**src/rtl/seg_scan_ctrl.sv**
```systemverilog
// Scan controller for a multiplexed 7-segment display sharing one BCD decoder.
// Blanking gap before each digit; new words are double-buffered to frame boundaries.
module seg_scan_ctrl #(
  parameter int NUM_DIGITS  = 4,
  parameter int REFRESH_DIV = 50000,
  parameter int BLANK_CYC   = 500
) (
  input  logic                           clk,
  input  logic                           rst,
  input  logic                           load,
  input  logic [4*NUM_DIGITS-1:0]        value_bcd,
  input  logic                           blank_lz,
  output logic                           s3,
  output logic                           s2,
  output logic                           s1,
  output logic                           s0,
  output logic [NUM_DIGITS-1:0]          an_n,
  output logic [$clog2(NUM_DIGITS)-1:0]  digit_idx,
  output logic                           frame_start,
  output logic                           bcd_err
);

  localparam int IW   = $clog2(NUM_DIGITS);
  localparam int CMAX = (REFRESH_DIV > BLANK_CYC) ? REFRESH_DIV : BLANK_CYC;
  localparam int CW   = (CMAX > 1) ? $clog2(CMAX) : 1;

  typedef enum logic [1:0] {IDLE, BLANK, SHOW} state_t;

  state_t                  state, state_d;
  logic [CW-1:0]           cnt, cnt_d;
  logic [IW-1:0]           idx_d;
  logic [4*NUM_DIGITS-1:0] active, active_d;
  logic [4*NUM_DIGITS-1:0] shadow, shadow_d;
  logic                    pending, pending_d;
  logic                    commit;
  logic [4*NUM_DIGITS-1:0] commit_word;
  logic                    fs_d;
  logic                    err_d;
  logic [NUM_DIGITS-1:0]   dark;
  logic                    zero_run;
  logic [NUM_DIGITS-1:0]   an_d;
  logic [3:0]              s_d, s_q;

  function automatic logic has_bad_nibble(input logic [4*NUM_DIGITS-1:0] w);
    logic bad;
    bad = 1'b0;
    for (int unsigned i = 0; i < NUM_DIGITS; i++)
      if (w[4*i +: 4] > 4'd9) bad = 1'b1;
    return bad;
  endfunction

  always_comb begin
    state_d     = state;
    cnt_d       = cnt;
    idx_d       = digit_idx;
    shadow_d    = shadow;
    pending_d   = pending;
    commit      = 1'b0;
    commit_word = value_bcd;
    fs_d        = 1'b0;
    unique case (state)
      IDLE: begin
        if (load) begin
          commit  = 1'b1;
          idx_d   = '0;
          cnt_d   = '0;
          state_d = BLANK;
          fs_d    = 1'b1;
        end
      end
      BLANK: begin
        if (cnt == CW'(BLANK_CYC - 1)) begin
          cnt_d   = '0;
          state_d = SHOW;
        end else begin
          cnt_d = cnt + 1'b1;
        end
        if (load) begin
          shadow_d  = value_bcd;
          pending_d = 1'b1;
        end
      end
      SHOW: begin
        if (cnt == CW'(REFRESH_DIV - 1) && digit_idx == IW'(NUM_DIGITS - 1)) begin
          // Frame boundary: a load on this very cycle beats the shadow.
          cnt_d     = '0;
          idx_d     = '0;
          state_d   = BLANK;
          fs_d      = 1'b1;
          pending_d = 1'b0;
          if (load) begin
            commit = 1'b1;
          end else if (pending) begin
            commit      = 1'b1;
            commit_word = shadow;
          end
        end else begin
          if (cnt == CW'(REFRESH_DIV - 1)) begin
            cnt_d   = '0;
            idx_d   = digit_idx + 1'b1;
            state_d = BLANK;
          end else begin
            cnt_d = cnt + 1'b1;
          end
          if (load) begin
            shadow_d  = value_bcd;
            pending_d = 1'b1;
          end
        end
      end
      default: state_d = IDLE;
    endcase

    active_d = commit ? commit_word : active;
    err_d    = bcd_err | (commit & has_bad_nibble(commit_word));
  end

  // Outputs are registered from next-state values so they line up with the state.
  always_comb begin
    dark     = '0;
    zero_run = 1'b1;
    for (int unsigned i = 0; i < NUM_DIGITS; i++) begin
      zero_run = zero_run & (active_d[4*(NUM_DIGITS-1-i) +: 4] == 4'd0);
      if (i != NUM_DIGITS - 1)
        dark[NUM_DIGITS-1-i] = blank_lz & zero_run;
    end
    an_d = '1;
    if (state_d == SHOW && !dark[idx_d])
      an_d[idx_d] = 1'b0;
    s_d = (state_d == IDLE) ? 4'd0 : active_d[{idx_d, 2'b00} +: 4];
  end

  always_ff @(posedge clk) begin
    if (rst) begin
      state       <= IDLE;
      cnt         <= '0;
      digit_idx   <= '0;
      active      <= '0;
      shadow      <= '0;
      pending     <= 1'b0;
      frame_start <= 1'b0;
      bcd_err     <= 1'b0;
      an_n        <= '1;
      s_q         <= '0;
    end else begin
      state       <= state_d;
      cnt         <= cnt_d;
      digit_idx   <= idx_d;
      active      <= active_d;
      shadow      <= shadow_d;
      pending     <= pending_d;
      frame_start <= fs_d;
      bcd_err     <= err_d;
      an_n        <= an_d;
      s_q         <= s_d;
    end
  end

  assign {s3, s2, s1, s0} = s_q;

endmodule

```
**config.mk**
```make
export PLATFORM = sky130hd
export DESIGN_NAME = seg_scan_ctrl
export DESIGN_NICKNAME = d
export VERILOG_FILES = /design/src/rtl/seg_scan_ctrl.sv
export SDC_FILE = /design/constraint.sdc
export NUM_CORES = 1
export LEC_CHECK = 0
export BUFFER_PORTS_ARGS = -buffer_cell sky130_fd_sc_hd__buf_4
export CAP_MARGIN = 20
export CORE_MARGIN = 2
export CORE_UTILIZATION = 45
export DETAILED_ROUTE_END_ITERATION = 8
export GPL_ROUTABILITY_DRIVEN = 1
export PLACE_DENSITY_LB_ADDON = 0.1
export SYNTH_ARGS = -nofsm -noshare
export SYNTH_HDL_FRONTEND = slang
export SYNTH_SLANG_ARGS = --single-unit
export TNS_END_PERCENT = 1
```
**constraint.sdc**
```tcl
create_clock -name clk -period 3.4 [get_ports clk]
set_clock_uncertainty 0.05 [all_clocks]
set_input_delay 0.51 -clock clk [delete_from_list [all_inputs] [get_ports clk]]
set_output_delay 0.51 -clock clk [all_outputs]
set_load 0.02 [all_outputs]
```
# After elaboration in Yosys (flattened, before gate mapping)
# Index checks and enable logic that the tools add are counted.
dict set report word_totals {
  register_bits 63
  latch_bits 0
  ramBits 0
  mem_bits_ro 0
  in_bits 20
  output_inout_bits 12
  elab_cells 91
  mem_count 0
}
dict set report op_classes {
  n_addsub 2
  n_mul 0
  n_div 0
  n_lt_le_gt_ge 6
  eq_ne 8
  shifts 1
  muxes 40
  bitwise 9
  n_reduce_logical 15
}
# op count
set op_table {}
lappend op_table {{$mux W16} 11}
lappend op_table {{$pmux W16 S3} 1}
lappend op_table {{$pmux W16 S2} 1}
lappend op_table {{$add A16 B1 Y16 const B} 1}
lappend op_table {{$eq A16 B16 Y1 const B} 1}
lappend op_table {{$eq A16 B9 Y1 const B} 1}
lappend op_table {{$gt A4 B4 Y1 const B} 4}
lappend op_table {{$shiftx A16 B5 Y4} 1}
lappend op_table {{$mux W2} 7}
lappend op_table {{$mux W1} 13}
lappend op_table {{$logic_not A4 Y1} 3}
lappend op_table {{$and A1 B1 Y1} 6}
lappend op_table {{$eq A2 B2 Y1 const B} 3}
lappend op_table {{$pmux W1 S2} 3}
lappend op_table {{$pmux W2 S3} 1}
lappend op_table {{$logic_not A2 Y1} 2}
lappend op_table {{$ne A2 B2 Y1 const B} 2}
lappend op_table {{$not A4 Y4} 1}
lappend op_table {{$pmux W2 S2} 1}
lappend op_table {{$reduce_and A2 Y1} 2}
lappend op_table {{$reduce_or A2 Y1} 2}
lappend op_table {{$logic_and A1 B1 Y1} 3}
lappend op_table {{$lt A2 B3 Y1 const B} 1}
lappend op_table {{$reduce_bool A3 Y1} 1}
lappend op_table {{9 further kinds} 9}

# Logic depth before layout (Yosys ltp)
dict set report logic_depth {
  word_depth 15
  depth_mapped 11
  ltp_nobuf 9
}

# Least setup slack after synthesis
# No wires, ideal clock.
dict set report synth_path {
  kind {reg2reg}
  start {register cnt[0]}
  end {register an_n[1]}
  setup_time_ns 0.106
  t_arrival_ns 2.552
  required_ns 3.244
  slack_ns 0.692
  path_stages_with_launch 10
  n_path_buf 1
  period_less_slack_ns 2.708
  path_cell_list {dfxtp_1 ha_1 and4b_1 nand4_4 nor4b_4 buf_6 mux2_2 mux2i_1 nand4_1 o311ai_0}
}
dict set report synth_between {
  elab_chain_len 15
  elab_cells_between_ends 36
  classes_between {order compare (2); eq/ne (3); mux (16); bitwise (7); reduce/logical (8)}
}
# item line
set synth_lines {}
lappend synth_lines {{start, declared} 30} ;# logic [CW-1:0] cnt, cnt_d;
lappend synth_lines {{start signal, assigned} 147} ;# cnt <= cnt_d;
lappend synth_lines {{$eq A16 B16 Y1} {84, 98}}
lappend synth_lines {{$logic_and A1 B1 Y1} 84} ;# if (cnt == CW'(REFRESH_DIV - 1) && digit_idx == IW'(NUM_DIGITS - 1)) begin
lappend synth_lines {{$mux W1 / $mux W16 (equally long branches)} 84}
lappend synth_lines {{$pmux W1 S2 / $mux W16 (equally long branches)} 61} ;# unique case (state)
lappend synth_lines {{$mux W16} 114} ;# active_d = commit ? commit_word : active;
lappend synth_lines {{$logic_not A4 Y1} 123} ;# zero_run = zero_run & (active_d[4*(NUM_DIGITS-1-i) +: 4] == 4'd0);
lappend synth_lines {{$and A1 B1 Y1 (2 in a row)} 123}
lappend synth_lines {{$and A1 B1 Y1} 125} ;# dark[NUM_DIGITS-1-i] = blank_lz & zero_run;
lappend synth_lines {{$bmux W1 S2} 128} ;# if (state_d == SHOW && !dark[idx_d])
lappend synth_lines {{$mux W1 (not written as such)} 128}
lappend synth_lines {{$logic_not A1 Y1} 128}
lappend synth_lines {{$logic_and A1 B1 Y1} 128}
lappend synth_lines {{$not A1 Y1 (no line)} --}
lappend synth_lines {{$reduce_or A2 Y1 (no line)} --}
lappend synth_lines {{end signal, assigned} 154} ;# an_n <= an_d;
lappend synth_lines {{end, declared} 17} ;# output logic [NUM_DIGITS-1:0] an_n,
# Several ways; a longest one is shown, not always the timed one. The select of a mux whose other input is x is not followed.
# A chain may end at the register's enable or synchronous reset.

# Worst setup path after layout
# Ends and elaborated chain as after synthesis.

==> results.toml <==
[power]
cellPowerDensity_nw_per_um2 = 438
vdd_ir_drop_max_uv = 341
power.total_uw = 1530
reported_leakage_power_uw = 0.00137

[logic_synthesis]
ys.flop_type = "dfxtp_1"
yosysWarnings = 0
synth_top_area_cell = "dfxtp_1"
netlist_top_cells_area = "dfxtp_1 (42%), mux2i_1 (11%), nor2_1 (8.6%), mux2_2 (4.8%), ha_1 (2.9%)"
synth-seq-area-share = 0.418
synth_seq_cells = 63
synthCells = 316
ys_types = 48
synth_area_per_cell_sq_um = 9.55
syn_area_sq_um = 3020
post-synth-top-area-fraction = 0.418
synth_edf_count = 0
syn-num-nets = 343
yosysMostFrequentCell = "nor2_1"
netlist_top_cells_count = "nor2_1 (69), dfxtp_1 (63), mux2i_1 (32)"
postSynth.asyncResetShare = 0

[global_routing]
grt_antenna_before_repair = 0
globalRouteOverflowTotal = 0
track_usage = 0.190
grt_pass1_wl_microns = 10700
grt_max_degree = 41
first_global_vias = 2157

[sta]
worst-slew-pin-transition_ns = 0.724
period_minus_slack_ns = 2.93
fin_crit_share = 0.861
rsz0062_at_grt = "no"
hold_viol = 0
timing.max_slew.rel_slack = 0.513
finalSetupViolations = 0
timing.hold.ws_ns = 0.368
fin_tns_setup_ns = 0
clock.fmax_mhz = 342
finalMaxSlewViolations = 0

[clocking]
cts.repair_timing.setup_buffer_count = 0
cts.repair.resized = 0
cts.path.max_buffers = 2
h-tree-depth = 3
clock_tree_from_tritoncts = "done"
cts_made_buffers = 9
cts.clk_slew.worst_paths_ns = 0.07
cts-root-buf = "clkbuf_8"
cts_sinks = 63
cts_hold_buffers = 0
clock_latency_ns = 0.34

[worst_setup_path]
worstSetupPathType = "reg2reg"
crit_required_ns = 3.57
worst_setup_path_end_kind = "flop"
timing.rr.start = "cnt[0]"
timing.rr.end = "an_n[1]"
worst_r2r_path_depth = 9
critical_path.max_fanout = 15
critPathArrivalTime_ns = 3.10
rrSetupSlack_ns = 0.47
setup.worst_path.start_class = "flop"

[route]
drt-pass1-iter-count = 4
routed_wirelength_microns = 6460
num_vias = 2342
route.detailed.vias_per_inst = 5.41
drtIter0Drc = 110
wl_per_cell_microns = 14.9
final_antenna_net_count = 0
drc_violation_count_after_routing = 0

[layout]
post_route_cells_drive_above_1_share = 0.208
finish.cell_count_without_fillers = 433
fill_cells = 602
final_area_sq_um = 3500
flow.area_growth_from_synthesis_pct = 15.9
finish.net_count = 379
num_antenna_cells = 0

[worst_hold_path]
timing.hold.worst_endpoint = "shadow[3]"
min_from = "value_bcd[3]"
worst_hold_path_type = "in2reg"
hold_depth = 3

[place]
placed_cell_area_sq_um = 3330
hpwl_microns = 4660
place_congestion = 0.816
placement.io_buffers = 31
inst_count_dp = 418

[die]
die_h_microns = 85.9
initial_core_util = 0.470
floorplan.core_area_sq_um = 6420
chipWidth_microns = 85.9
die_footprint_sq_um = 7380
ios = 32
rows = 29

[status]
status = "finished clean"

[run]
drv_cap = 0
[metrics by stage]
stage                     setup slack, ns   util
after floorplan                     0.692      -
after global placement              0.606  0.518
after detailed placement            0.521  0.518
after CTS                           0.475  0.545
after global routing                0.239  0.545
final                               0.473  0.545
[critical path: stages, from the launching register on]
cell and delay (ns):
dfxtp_1 0.39, ha_1 0.23, and4b_1 0.27, nand4_4 0.19, nor4b_4 0.28, buf_4 0.26
mux2_2 0.36, mux2i_1 0.26, nand4_1 0.16, o311ai_0 0.35
[layer usage]
| layer | share of wire | global-route usage | wire, microns | vias to the layer above |
|---|---|---|---|---|
| met4 | 0.015 | 0.0880 | 99 | 0 |
| met2 | 0.42 | 0.266 | 2740 | 47 |
| li1 | - | - | - | 1186 |
| met1 | 0.52 | 0.280 | 3340 | 1101 |
| met3 | 0.044 | 0.0385 | 281 | 8 |
| met5 | 0 | 0 | 0 | - |
[registers in the layout, summed over array words and instances, names as in the netlist]
register and cells:
an_n 4, shadow 16, digit_idx 2, s_q 4, cnt 16, frame_start 1, state 2, active 16
bcd_err 1, pending 1
[worst max path at each step]
stage | from | end | slack, ns
6_report | cnt[0] | an_n[1] | 0.47
4_1_cts | cnt[0] | an_n[1] | 0.47
3_3_place_gp | cnt[0] | an_n[1] | 0.61
3_5_place_dp | cnt[0] | an_n[1] | 0.52
2_1_floorplan | cnt[0] | an_n[1] | 0.69
5_1_grt | cnt[0] | an_n[1] | 0.24
[where the power goes]
group          internal [uW]  switching (uW)  leakage, uW
clock network            299             280    0.0000922
registers                766            13.3     0.000513
logic                   79.5            95.8     0.000760
total                   1150             389      0.00137
[logic make-up after synthesis]
family          count (synthesis)  share of synthesized area
simple gates                  130                      0.219
flops                          63                      0.418
mux                            49                      0.188
compound gates                 38                     0.0800
buf+inv                        15                     0.0257
xor+xnor                       14                     0.0406
fa+ha+maj                       7                     0.0290
[layout by cell type, fill, tap and decap left out, types with 2 or more instances in the layout]
cell type  netlist  final
clkbuf_8         0     11
and3_1           4      4
mux4_1           3      3
buf_4            0     36
a211oi_1         3      3
nor4_1           3      3
a21o_2           2      2
ha_1             7      7
nor2_1          69     68
xnor2_1          4      4
mux2_2          13     13
xor2_1          10     10
o21ai_0         13     13
mux2i_1         32     32
nand2_1         18     18
nand4_1          7      7
a31oi_1          2      2
dfxtp_1         63     63
a21oi_1          8      8
a22oi_1          2      2
nand3b_1         2      2
clkinv_2         0      2
inv_1            4      4
nor3b_1          2      2
nor2_2           1      2
and4b_1          3      3
nor2b_1          2      2
nand2b_1         3      3
nand3_1          7      7
[final cells by class]
cell class	instances	area, sq um	area share
sequential	63	1260	0.360
timing repair buffer	36	270	0.0772
clock inverter	3	18.8	0.00536
inverter	4	15.0	0.00429
clock buffer	12	155	0.0443
multi-input combinational	238	1680	0.481
tap	77	96.3	0.0275
No activity file was read; power rests on OpenSTA's default activity.
